$ cat src/rtl/vmem_pkg.sv
// Shared types and default sizes for the frame-buffer arbiter.
// Grant and fill-state encodings are shared by the top and its round-robin helper.
package vmem_pkg;

    localparam int VMEM_AW = 19;
    localparam int VMEM_DW = 24;

    typedef enum logic [2:0] {
        GNT_NONE,
        GNT_DISP,
        GNT_FILL,
        GNT_WR0,
        GNT_WR1
    } grant_e;

    typedef enum logic {
        FS_IDLE,
        FS_FILL
    } fill_state_e;

endpackage

$ cat src/rtl/vmem_rr_arb2.sv
// Two-input round-robin arbiter for the pixel writers.
// The tie-break pointer moves only when a grant is actually issued.
module vmem_rr_arb2
    import vmem_pkg::*;
(
    input  logic       clk,
    input  logic       resetn,
    input  logic       en,
    input  logic [1:0] valid,
    output logic [1:0] grant
);

    logic prio_q;
    logic prio_d;

    // prio_q = 1 means writer 1 wins a tie, i.e. writer 0 was served last.
    always_comb begin
        grant = 2'b00;
        if (en) begin
            if (valid == 2'b11) begin
                grant = prio_q ? 2'b10 : 2'b01;
            end else begin
                grant = valid;
            end
        end

        prio_d = prio_q;
        if (grant[0]) begin
            prio_d = 1'b1;
        end else if (grant[1]) begin
            prio_d = 1'b0;
        end
    end

    always_ff @(posedge clk or negedge resetn) begin
        if (!resetn) begin
            prio_q <= 1'b0;
        end else begin
            prio_q <= prio_d;
        end
    end

endmodule

$ cat src/rtl/vmem_arbiter.sv
// Single-port frame-buffer arbiter: display reads beat the clear-screen fill,
// which beats the two round-robin pixel writers. All RAM controls are registered.
module vmem_arbiter
    import vmem_pkg::*;
#(
    parameter int AW        = VMEM_AW,
    parameter int DW        = VMEM_DW,
    parameter int FILL_LAST = (1 << AW) - 1
) (
    input  logic          clk,
    input  logic          resetn,

    input  logic          disp_req,
    input  logic [AW-1:0] disp_addr,
    output logic          disp_valid,
    output logic [DW-1:0] disp_data,

    input  logic          wr0_valid,
    input  logic [AW-1:0] wr0_addr,
    input  logic [DW-1:0] wr0_data,
    output logic          wr0_ready,

    input  logic          wr1_valid,
    input  logic [AW-1:0] wr1_addr,
    input  logic [DW-1:0] wr1_data,
    output logic          wr1_ready,

    input  logic          fill_start,
    input  logic [DW-1:0] fill_color,
    output logic          fill_busy,
    output logic          fill_done,

    output logic          mem_en,
    output logic          mem_we,
    output logic [AW-1:0] mem_addr,
    output logic [DW-1:0] mem_wdata,
    input  logic [DW-1:0] mem_rdata
);

    localparam logic [AW-1:0] FILL_LAST_ADDR = AW'(FILL_LAST);

    grant_e        grant;
    logic [1:0]    wr_gnt;
    logic          arb_en;

    logic          ready_ok_q, ready_ok_d;
    fill_state_e   fill_state_q, fill_state_d;
    logic [AW-1:0] fill_ptr_q, fill_ptr_d;
    logic [DW-1:0] fill_color_q, fill_color_d;
    logic          fill_done_q, fill_done_d;

    logic          mem_en_q, mem_en_d;
    logic          mem_we_q, mem_we_d;
    logic [AW-1:0] mem_addr_q, mem_addr_d;
    logic [DW-1:0] mem_wdata_q, mem_wdata_d;

    logic          rd_pend_q, rd_pend_d;
    logic          disp_valid_q, disp_valid_d;

    // Writers only compete for slots the display and the fill leave free.
    assign arb_en = ready_ok_q && !disp_req && (fill_state_q == FS_IDLE);

    vmem_rr_arb2 u_rr_arb (
        .clk    (clk),
        .resetn (resetn),
        .en     (arb_en),
        .valid  ({wr1_valid, wr0_valid}),
        .grant  (wr_gnt)
    );

    always_comb begin
        grant = GNT_NONE;
        if (ready_ok_q) begin
            if (disp_req) begin
                grant = GNT_DISP;
            end else if (fill_state_q == FS_FILL) begin
                grant = GNT_FILL;
            end else if (wr_gnt[0]) begin
                grant = GNT_WR0;
            end else if (wr_gnt[1]) begin
                grant = GNT_WR1;
            end
        end
    end

    always_comb begin
        ready_ok_d   = 1'b1;
        fill_state_d = fill_state_q;
        fill_ptr_d   = fill_ptr_q;
        fill_color_d = fill_color_q;
        fill_done_d  = 1'b0;

        mem_en_d     = 1'b0;
        mem_we_d     = 1'b0;
        mem_addr_d   = mem_addr_q;
        mem_wdata_d  = mem_wdata_q;

        // Read data returns one cycle after the RAM sees the access.
        rd_pend_d    = (grant == GNT_DISP);
        disp_valid_d = rd_pend_q;

        case (grant)
            GNT_DISP: begin
                mem_en_d   = 1'b1;
                mem_addr_d = disp_addr;
            end
            GNT_FILL: begin
                mem_en_d    = 1'b1;
                mem_we_d    = 1'b1;
                mem_addr_d  = fill_ptr_q;
                mem_wdata_d = fill_color_q;
            end
            GNT_WR0: begin
                mem_en_d    = 1'b1;
                mem_we_d    = 1'b1;
                mem_addr_d  = wr0_addr;
                mem_wdata_d = wr0_data;
            end
            GNT_WR1: begin
                mem_en_d    = 1'b1;
                mem_we_d    = 1'b1;
                mem_addr_d  = wr1_addr;
                mem_wdata_d = wr1_data;
            end
            default: ;
        endcase

        case (fill_state_q)
            FS_IDLE: begin
                if (ready_ok_q && fill_start) begin
                    fill_state_d = FS_FILL;
                    fill_ptr_d   = '0;
                    fill_color_d = fill_color;
                end
            end
            FS_FILL: begin
                // A display preemption simply leaves the pointer where it is.
                if (grant == GNT_FILL) begin
                    if (fill_ptr_q == FILL_LAST_ADDR) begin
                        fill_state_d = FS_IDLE;
                        fill_done_d  = 1'b1;
                    end else begin
                        fill_ptr_d = fill_ptr_q + AW'(1);
                    end
                end
            end
            default: fill_state_d = FS_IDLE;
        endcase
    end

    always_ff @(posedge clk or negedge resetn) begin
        if (!resetn) begin
            ready_ok_q   <= 1'b0;
            fill_state_q <= FS_IDLE;
            fill_ptr_q   <= '0;
            fill_color_q <= '0;
            fill_done_q  <= 1'b0;
            mem_en_q     <= 1'b0;
            mem_we_q     <= 1'b0;
            mem_addr_q   <= '0;
            mem_wdata_q  <= '0;
            rd_pend_q    <= 1'b0;
            disp_valid_q <= 1'b0;
        end else begin
            ready_ok_q   <= ready_ok_d;
            fill_state_q <= fill_state_d;
            fill_ptr_q   <= fill_ptr_d;
            fill_color_q <= fill_color_d;
            fill_done_q  <= fill_done_d;
            mem_en_q     <= mem_en_d;
            mem_we_q     <= mem_we_d;
            mem_addr_q   <= mem_addr_d;
            mem_wdata_q  <= mem_wdata_d;
            rd_pend_q    <= rd_pend_d;
            disp_valid_q <= disp_valid_d;
        end
    end

    assign wr0_ready  = (grant == GNT_WR0);
    assign wr1_ready  = (grant == GNT_WR1);
    assign fill_busy  = (fill_state_q == FS_FILL);
    assign fill_done  = fill_done_q;
    assign disp_valid = disp_valid_q;
    assign disp_data  = disp_valid_q ? mem_rdata : '0;
    assign mem_en     = mem_en_q;
    assign mem_we     = mem_we_q;
    assign mem_addr   = mem_addr_q;
    assign mem_wdata  = mem_wdata_q;

endmodule

$ cat config.mk
export PLATFORM = sky130hd
export DESIGN_NAME = vmem_arbiter
export DESIGN_NICKNAME = d
export VERILOG_FILES = /design/src/rtl/vmem_pkg.sv /design/src/rtl/vmem_rr_arb2.sv /design/src/rtl/vmem_arbiter.sv
export SDC_FILE = /design/constraint.sdc
export NUM_CORES = 1
export LEC_CHECK = 0
export ABC_CLOCK_PERIOD_IN_PS = 2300
export BUFFER_PORTS_ARGS = -buffer_cell sky130_fd_sc_hd__buf_4
export CAP_MARGIN = 40
export CORE_UTILIZATION = 45
export DETAILED_ROUTE_END_ITERATION = 10
export GPL_TIMING_DRIVEN = 0
export PLACE_DENSITY = 0.76
export REMOVE_ABC_BUFFERS = 1
export SLEW_MARGIN = 10
export SYNTH_ARGS = -nofsm -noshare
export SYNTH_HDL_FRONTEND = slang
export SYNTH_SLANG_ARGS = --single-unit
$ cat constraint.sdc
create_clock -name clk -period 2.3 [get_ports clk]
set_input_delay 0.46 -clock clk [delete_from_list [all_inputs] [get_ports clk]]
set_output_delay 0.46 -clock clk [all_outputs]
set_load 0.01 [all_outputs]
== After elaboration in Yosys (flattened, before gate mapping) ==
Index checks and enable logic that the tools add are counted.

* $add $sub $neg: 1
* Equality and inequality tests: 9
* Muxes and demuxes: 26
* Bitwise logic cells: 1
* Reduce and logical (&&, ||, !) cells: 11

{| class="wikitable"
|+ Operator list
! cell !! count
|-
| $pmux W19 S4 || 1
|-
| $pmux W24 S3 || 1
|-
| $mux W19 || 3
|-
| $pmux W19 S2 || 1
|-
| $mux W24 || 1
|-
| $add A19 B1 Y19 const B || 1
|-
| $eq A19 B19 Y1 const B || 1
|-
| $mux W3 || 5
|-
| $mux W1 || 10
|-
| $eq A3 B2 Y1 const B || 2
|-
| $mux W2 || 3
|-
| $ne A2 B1 Y1 const B || 2
|-
| $reduce_bool A4 Y1 || 1
|-
| $reduce_or A4 Y1 || 1
|-
| $eq A3 B1 Y1 const B || 1
|-
| $eq A3 B3 Y1 const B || 1
|-
| $logic_and A1 B1 Y1 || 3
|-
| $reduce_and A3 Y1 || 1
|-
| $reduce_bool A3 Y1 || 1
|-
| $reduce_or A3 Y1 || 1
|-
| $eq A2 B2 Y1 const B || 1
|-
| $ne A2 B2 Y1 const B || 1
|-
| $pmux W1 S2 || 1
|-
| $reduce_and A2 Y1 || 1
|-
| 3 further kinds || 3
|}

* Register bits after elaboration: 94
* Input port bits: 159
* Output and inout bits: 74
* Word-level logic and storage cells: 60

== Depth between registers and ports, before layout ==
Gate-level depths: netlist (run 1).

* Word-level depth: 12
* Mapped depth: 8
* Mapped depth without buffers: 6

== By module ==
Synthesis (run 1) repeated with hierarchy kept, for this count alone.

* Cells, all modules: 524
* Area, all modules: 4715.8 µm²

{| class="wikitable"
|+ Modules (own cells, without submodules)
! module !! times used !! cells each !! area an instance (µm²) !! seq. area each (µm²)
|-
| vmem_arbiter || 1 || 515 || 4647.0 || 2327.2
|-
| vmem_rr_arb2 || 1 || 9 || 68.8 || 25.0
|}

== Worst setup path before layout (run 1) ==
No wires, ideal clock.

* Kind: reg-to-output
* From: register fill_state_q, in the netlist fill_busy
* To: output wr1_ready
* Arrival time: 1.300 ns
* Data required time: 1.840 ns
* Setup slack: 0.540 ns
* Cell stages (with the launch flop): 6
* Buffers on the path: 3
* Path through: dfrtp_1 > buf_4 > nor3b_2 > and3_1 > buf_2 > buf_2

* Word-level cells in the longest chain between the ends: 9

{| class="wikitable"
|+ Ends and longest elaborated chain
! element !! RTL line !! text
|-
| start: declaration || vmem_arbiter.sv:47 || <nowiki>fill_state_e fill_state_q, fill_state_d;</nowiki>
|-
| start signal: assignment || vmem_arbiter.sv:166 || <nowiki>fill_state_q <= fill_state_d;</nowiki>
|-
| $not A1 Y1 (no source line) || n/a ||
|-
| $logic_and A1 B1 Y1 || vmem_arbiter.sv:61 || <nowiki>assign arb_en = ready_ok_q && !disp_req && (fill_state_q == FS_IDLE);</nowiki>
|-
| $mux W2 || vmem_rr_arb2.sv:19 || <nowiki>if (en) begin</nowiki>
|-
| $mux W3 || vmem_arbiter.sv:80 || <nowiki>end else if (wr_gnt[1]) begin</nowiki>
|-
| $mux W3 || vmem_arbiter.sv:78 || <nowiki>end else if (wr_gnt[0]) begin</nowiki>
|-
| $mux W3 (*) || vmem_arbiter.sv:76 || <nowiki>end else if (fill_state_q == FS_FILL) begin</nowiki>
|-
| $mux W3 (*) || vmem_arbiter.sv:74 || <nowiki>if (disp_req) begin</nowiki>
|-
| $mux W3 (*) || vmem_arbiter.sv:73 || <nowiki>if (ready_ok_q) begin</nowiki>
|-
| $eq A3 B3 Y1 (*) || vmem_arbiter.sv:180 || <nowiki>assign wr1_ready = (grant == GNT_WR1);</nowiki>
|-
| end: declaration || vmem_arbiter.sv:26 || <nowiki>output logic wr1_ready,</nowiki>
|}

Mark *: on every way between the ends. The rest lies on a longest branch, timed or not.

== Final worst setup path (run 1) ==
Same ends and word-level chain as after synthesis.

==> results of run 1 <==
area by class of cell:
class,count,area (sq um)
multi-input combinational,395,2190
timing repair inverter,1,5.00
timing repair buffer,242,1910
fill,814,3070
clock inverter,3,42.5
inverter,5,22.5
clock buffer,13,159
sequential,94,2350
tap,133,166
metal layers:
layer  share of wire  vias to the layer above  GRT usage
li1                -                     2277          -
met4           0.031                        0      0.122
met3           0.063                       35     0.0489
met5               0                        -          0
met2            0.52                      212      0.477
met1            0.38                     2314      0.335
per-stage QoR:
stage / hold slack [ps] / std cells
6_report: 71.6 / 886
3_3_place_gp: 332 / 857
2_1_floorplan: 164 / 492
5_1_grt: 89.0 / 886
4_1_cts: 79.9 / 882
3_5_place_dp: 341 / 866
cell families after synthesis:
kind of cell               synth area share
AOI/OAI and AO/OA                     0.164
adders and majority gates           0.00268
and+or+nand+nor                       0.268
buffers and inverters                0.0396
DFF                                   0.503
muxes                               0.00428
other                              0.000802
xor gates and xnor gates             0.0169
registers in the layout (all words and copies together) (netlist names), 19 cells and up:
signal / flops
mem_addr: 19
mem_wdata: 24
fill_ptr_q: 19
fill_color_q: 24
cell usage in the layout (no fill, tap or decap), drive strengths merged, types with 4 or more instances in the layout:
cell    count
nor2       41
nor3        6
a31oi      26
nand2     157
xnor2       9
inv         4
nor4        4
and2       24
dfrtp      94
nand3      14
nand4       5
buf       242
a22oi      35
a222oi      8
a21oi      28
and3        8
clkbuf     13
final timing paths:
kind	from	endpoint	slack, ps
worst max register to register	fill_busy	fill_ptr_q[11]	200
worst max-delay path	fill_busy	wr1_ready	150
worst min-delay path	resetn	mem_addr[14]	70
max in group asynchronous	resetn	mem_wdata[12]	1570
min in group clk	fill_color[0]	fill_color_q[0]	270
worst min register to register	disp_valid_d	disp_valid	360
repair_timing:
item | in CTS | in global routing
pin swaps | 0 | 2
gates cloned | 0 | 3
setup buffers | 0 | 1
endpoints found under the setup margin | 26 | 6
resized for setup | 2 | 6
power breakdown:
part           total (mW)  switching [mW]  internal, mW
combinational       0.999           0.458         0.541
clock                1.14           0.574         0.562
sequential           2.09           0.191          1.90
==> metrics, run 1 <==
vias in the first global route 4693; DP HPWL around 11000 um; synth unique cells between 40 and 50; hold crit path type in2async; Slew @ Worst Pin 758 ps; Final Core Density 0.691; Synth Cell Area 4670 sq um; Residual DRC 0; FF-to-FF path depth 6; crit path max-delay cell type dfrtp_1; number of core rows 36; RSZ-0062 raised after global routing false; CP max FO 12; Synth top area share 0.503; Max H-tree Level 3; Worst path max stage delay 500 ps; DIE HEIGHT 104 um; GRT Util Overall 0.275; CP Class reg2out; vias per cell 5.46; syn avg cell area 8.84 sq um; WL per Instance 17.2 um; Worst slew margin 0.495; Period Utilization, post-route 0.935; CP Capture Type primary output; Post-Route WL approximately 15000 um; LEAKAGE ~3.4 nW; register bit total from synthesis 94; via count 4838; status finished clean; sequential area share after synthesis 0.503; synth cell count leaders 157 x nand2_1, 94 x dfrtp_1, 40 x nor2_1; Synth async-reset ratio 1.00; Antenna Cells 0; Core ar. 9910 sq um; dominant synthesized flop cell dfrtp_1; final hold violations 0; worst-path cell chain nor3b_4 -> and3_4 -> buf_4; initial core utilization 0.472; buffer depth of the longest clock path 2; Top Ports 233; Port Buffer Count 232; EDFF count, synth 0; skew final between 9 and 10 ps; clock sink count 94; max-cap check violation count 0; DR iter-0 viols 360; Final Cell Area 6840 sq um; Peak Freq 0.465 GHz; Max Slew Vio Count 0; Net count, final 908; largest net degree at the start of global routing 57; top-count cell post-synth nand2_1; Power Total 4.23 mW; Area after DPL 6580 sq um; CTS buffer count 9; initial antenna violation count 0; CTS tree built; Power per Cell Area 617 nW/um^2; first-pass GRT wire length 23400 um; area delta synth->final 46.4%; Setup TNS 0 ps; ratio of cells with drive above 1 in the final layout 0.376; 1st-pass router iterations 7; Setup-failing EPs final 0; number of synthesis warnings 0; Place WS -252 ps; CP Buf/Inv Count 1; Clk pin slew, worst setup/hold paths 90 ps; Die ar. 10800 sq um; Setup WS post-layout between 100 and 150 ps; Worst path depth 3; Synth area leaders dfrtp_1 50%, nand2_1 13%, a22oi_1 5.6%; VDD IR max 0.000329 V; GRT overflow 0; Clock Tree Root clkbuf_8; Critical Path Start Type flop; worst path required time 1840 ps; delay-heaviest family, CP simple AND/OR/NAND/NOR gates; Antenna Violating Nets Remaining 0; clock latency at the later pin of the worst-skew pair approximately 370 ps; CTS Hold Bufs 0; Gate Count Post-Synth between 500 and 600; die width 104 um; RD Place Congestion 0.837; critical path arrival roughly 1700 ps; area leader, netlist dfrtp_1; clock period minus worst slack 2150 ps
Power figures use the tool's default switching activity.
==> inputs of run 2 (changes only) <==
CORE_ASPECT_RATIO = 1.75   (was default)
CORE_UTILIZATION = 40   (was 45)
PLACE_DENSITY = 0.68   (was 0.76)
==> run 2 against run 1 <==
Sequential share of layout area is 0.67 points lower; routed wire length is 4.4% higher; setup slack worse by 90 ps; critical path depth is 1 higher; non-clock buffer count stayed put; critical path type unchanged; largest cell class unchanged; highest routed layer unchanged.
==> metrics, run 2 (synthesis results as in run 1) <==
DIE HEIGHT 145 um (was 104 um); Clk pin slew, worst setup/hold paths 70 ps (was 90 ps); initial antenna violation count 0 (unchanged); clock period minus worst slack 2240 ps (was 2150 ps); ratio of cells with drive above 1 in the final layout 0.375 (was 0.376); Setup-failing EPs final 0 (unchanged); Die ar. 12100 sq um (was 10800 sq um); commonest cells after routing, fill and taps aside 234 x buf_4, 156 x nand2_1, 92 x dfrtp_1 (was 234 x buf_4, 156 x nand2_1, 94 x dfrtp_1); Post-Route WL 15900 um (was 15200 um); die width 83.7 um (was 104 um); 1st-pass router iterations 7 (unchanged); WL per Instance 18.0 um (was 17.2 um); Peak Freq 0.446 GHz (was 0.465 GHz); Area after DPL 6580 sq um (about the same); area of the multi-input gates 2170 sq um (was 2190 sq um); CP Class reg2out (unchanged); Top Ports 233 (unchanged); most common cell after layout, fill and taps aside buf_4 (unchanged); Place WS -411 ps (was -252 ps); Slew @ Worst Pin 843 ps (was 758 ps); number of core rows 51 (was 36); DR iter-0 viols 291 (was 360); Antenna Violating Nets Remaining 0 (unchanged); critical path arrival 1780 ps (was 1690 ps); largest net degree at the start of global routing 55 (was 57); hold crit path type in2async (unchanged); CP Capture Type primary output (unchanged); GRT Util Overall 0.266 (was 0.275); CTS buffer count 9 (unchanged); Critical Path Start Type flop (unchanged); final hold violations 0 (unchanged); Residual DRC 0 (unchanged); fillers 998 (was 814); Clock Tree Root clkbuf_16 (was clkbuf_8); clock latency at the later pin of the worst-skew pair 330 ps (was 370 ps); Power per Cell Area 700 nW/um^2 (was 617 nW/um^2); Port Buffer Count 232 (unchanged); buffer depth of the longest clock path 2 (unchanged); VDD IR max 0.000355 V (was 0.000329 V); initial core utilization 0.416 (was 0.472); register area 2350 sq um (about the same); Setup WS post-layout 60.1 ps (was 150 ps); status finished clean (unchanged); Max H-tree Level 3 (unchanged); area delta synth->final 49.4% (was 46.4%); max-cap check violation count 0 (unchanged); LEAKAGE 3.43 nW (was 3.36 nW); CTS tree built (unchanged); skew final 7.72 ps (was 9.84 ps); Core ar. 11200 sq um (was 9910 sq um); Antenna Cells 0 (unchanged); Period Utilization, post-route 0.974 (was 0.935); DP HPWL 12200 um (was 10800 um); CP max FO 37 (was 12); RD Place Congestion 0.814 (was 0.837); clock sink count 94 (unchanged); RSZ-0062 raised after global routing true (was false); Final Cell Area 6990 sq um (was 6840 sq um); vias per cell 5.41 (was 5.46); vias in the first global route 4868 (was 4693); Worst slew margin 0.437 (was 0.495); worst path required time 1840 ps (about the same); CTS Hold Bufs 0 (unchanged); Max Slew Vio Count 0 (unchanged); GRT overflow 0 (unchanged); via count 4777 (was 4838); first-pass GRT wire length 25200 um (was 23400 um); Net count, final 906 (was 908)
==> run 2: changes by cell type in the layout (fill, tap and decap cells not counted), sizes merged <==
cell      previous run  this run
clkbuf              13        10
bufinv               1         4
clkinv               1         2
clkinvlp             3         2
and3                 8         6
==> run 2: worst max-delay path, cell delays in order (launching register included) <==
cell     delay [ps]
dfrtp_2         480
nor3b_4         250
and3_4          310
buf_12          230
buf_4           160
==> run 2: where the power goes <==
| part | switching (mW) | leakage (nW) | internal (mW) |
|---|---|---|---|
| combinational | 0.458 | 2.07 | 0.537 |
| clock | 0.624 | 0.177 | 1.17 |
| sequential | 0.198 | 1.18 | 1.90 |
| total | 1.28 | 3.43 | 3.61 |
==> run 2: through the flow <==
stage | instances | power (mW) | util | setup TNS, ps | hold WS (ps)
2_1_floorplan | 492 | 2.48 | - | -22580 | 164
3_3_place_gp | 856 | 3.07 | 0.571 | -77630 | 338
3_5_place_dp | 865 | 3.13 | 0.586 | -3450 | 338
4_1_cts | 881 | 4.94 | 0.619 | -95.5 | 201
5_1_grt | 883 | 5.13 | 0.622 | -26.9 | 220
6_report | 883 | 4.89 | 0.622 | 0 | 172
==> run 2: final timing paths <==
| path | from | to | slack, ps | depth (start not counted) |
|---|---|---|---|---|
| max | fill_busy | wr0_ready | 60 | 4 |
| min | resetn | mem_wdata[6] | 170 | 1 |
| max reg2reg | ready_ok_q | mem_wdata[20] | 340 | 7 |
| min reg2reg | disp_valid_d | disp_valid | 350 | 0 |
| max in group asynchronous | resetn | fill_busy | 1420 | 2 |
| min in group clk | fill_color[10] | fill_color_q[10] | 310 | 3 |
==> run 2: timing repair <==
item                                    in CTS  in global routing
gates resized for setup                      2                  7
pin swaps                                    0                  1
setup buffers                                0                  1
endpoints found under the setup margin      11                  5
gates cloned                                 0                  1
==> run 2: cell type report <==
cell class / instances / area share
flip-flops and latches: 94 / 0.337
clock buffers: 10 / 0.0328
multi-input cells: 393 / 0.311
repair inverters: 1 / 0.000716
well taps: 132 / 0.0236
clock inverters: 6 / 0.0192
repair buffers: 242 / 0.273
inverters: 5 / 0.00322
==> run 2: per-layer routing <==
layer | vias up | share of wire | track usage
li1 | 2263 | - | -
met1 | 2301 | 0.35 | 0.274
met2 | 192 | 0.58 | 0.525
met3 | 21 | 0.057 | 0.0438
met4 | 0 | 0.021 | 0.0873
met5 | - | 0 | 0
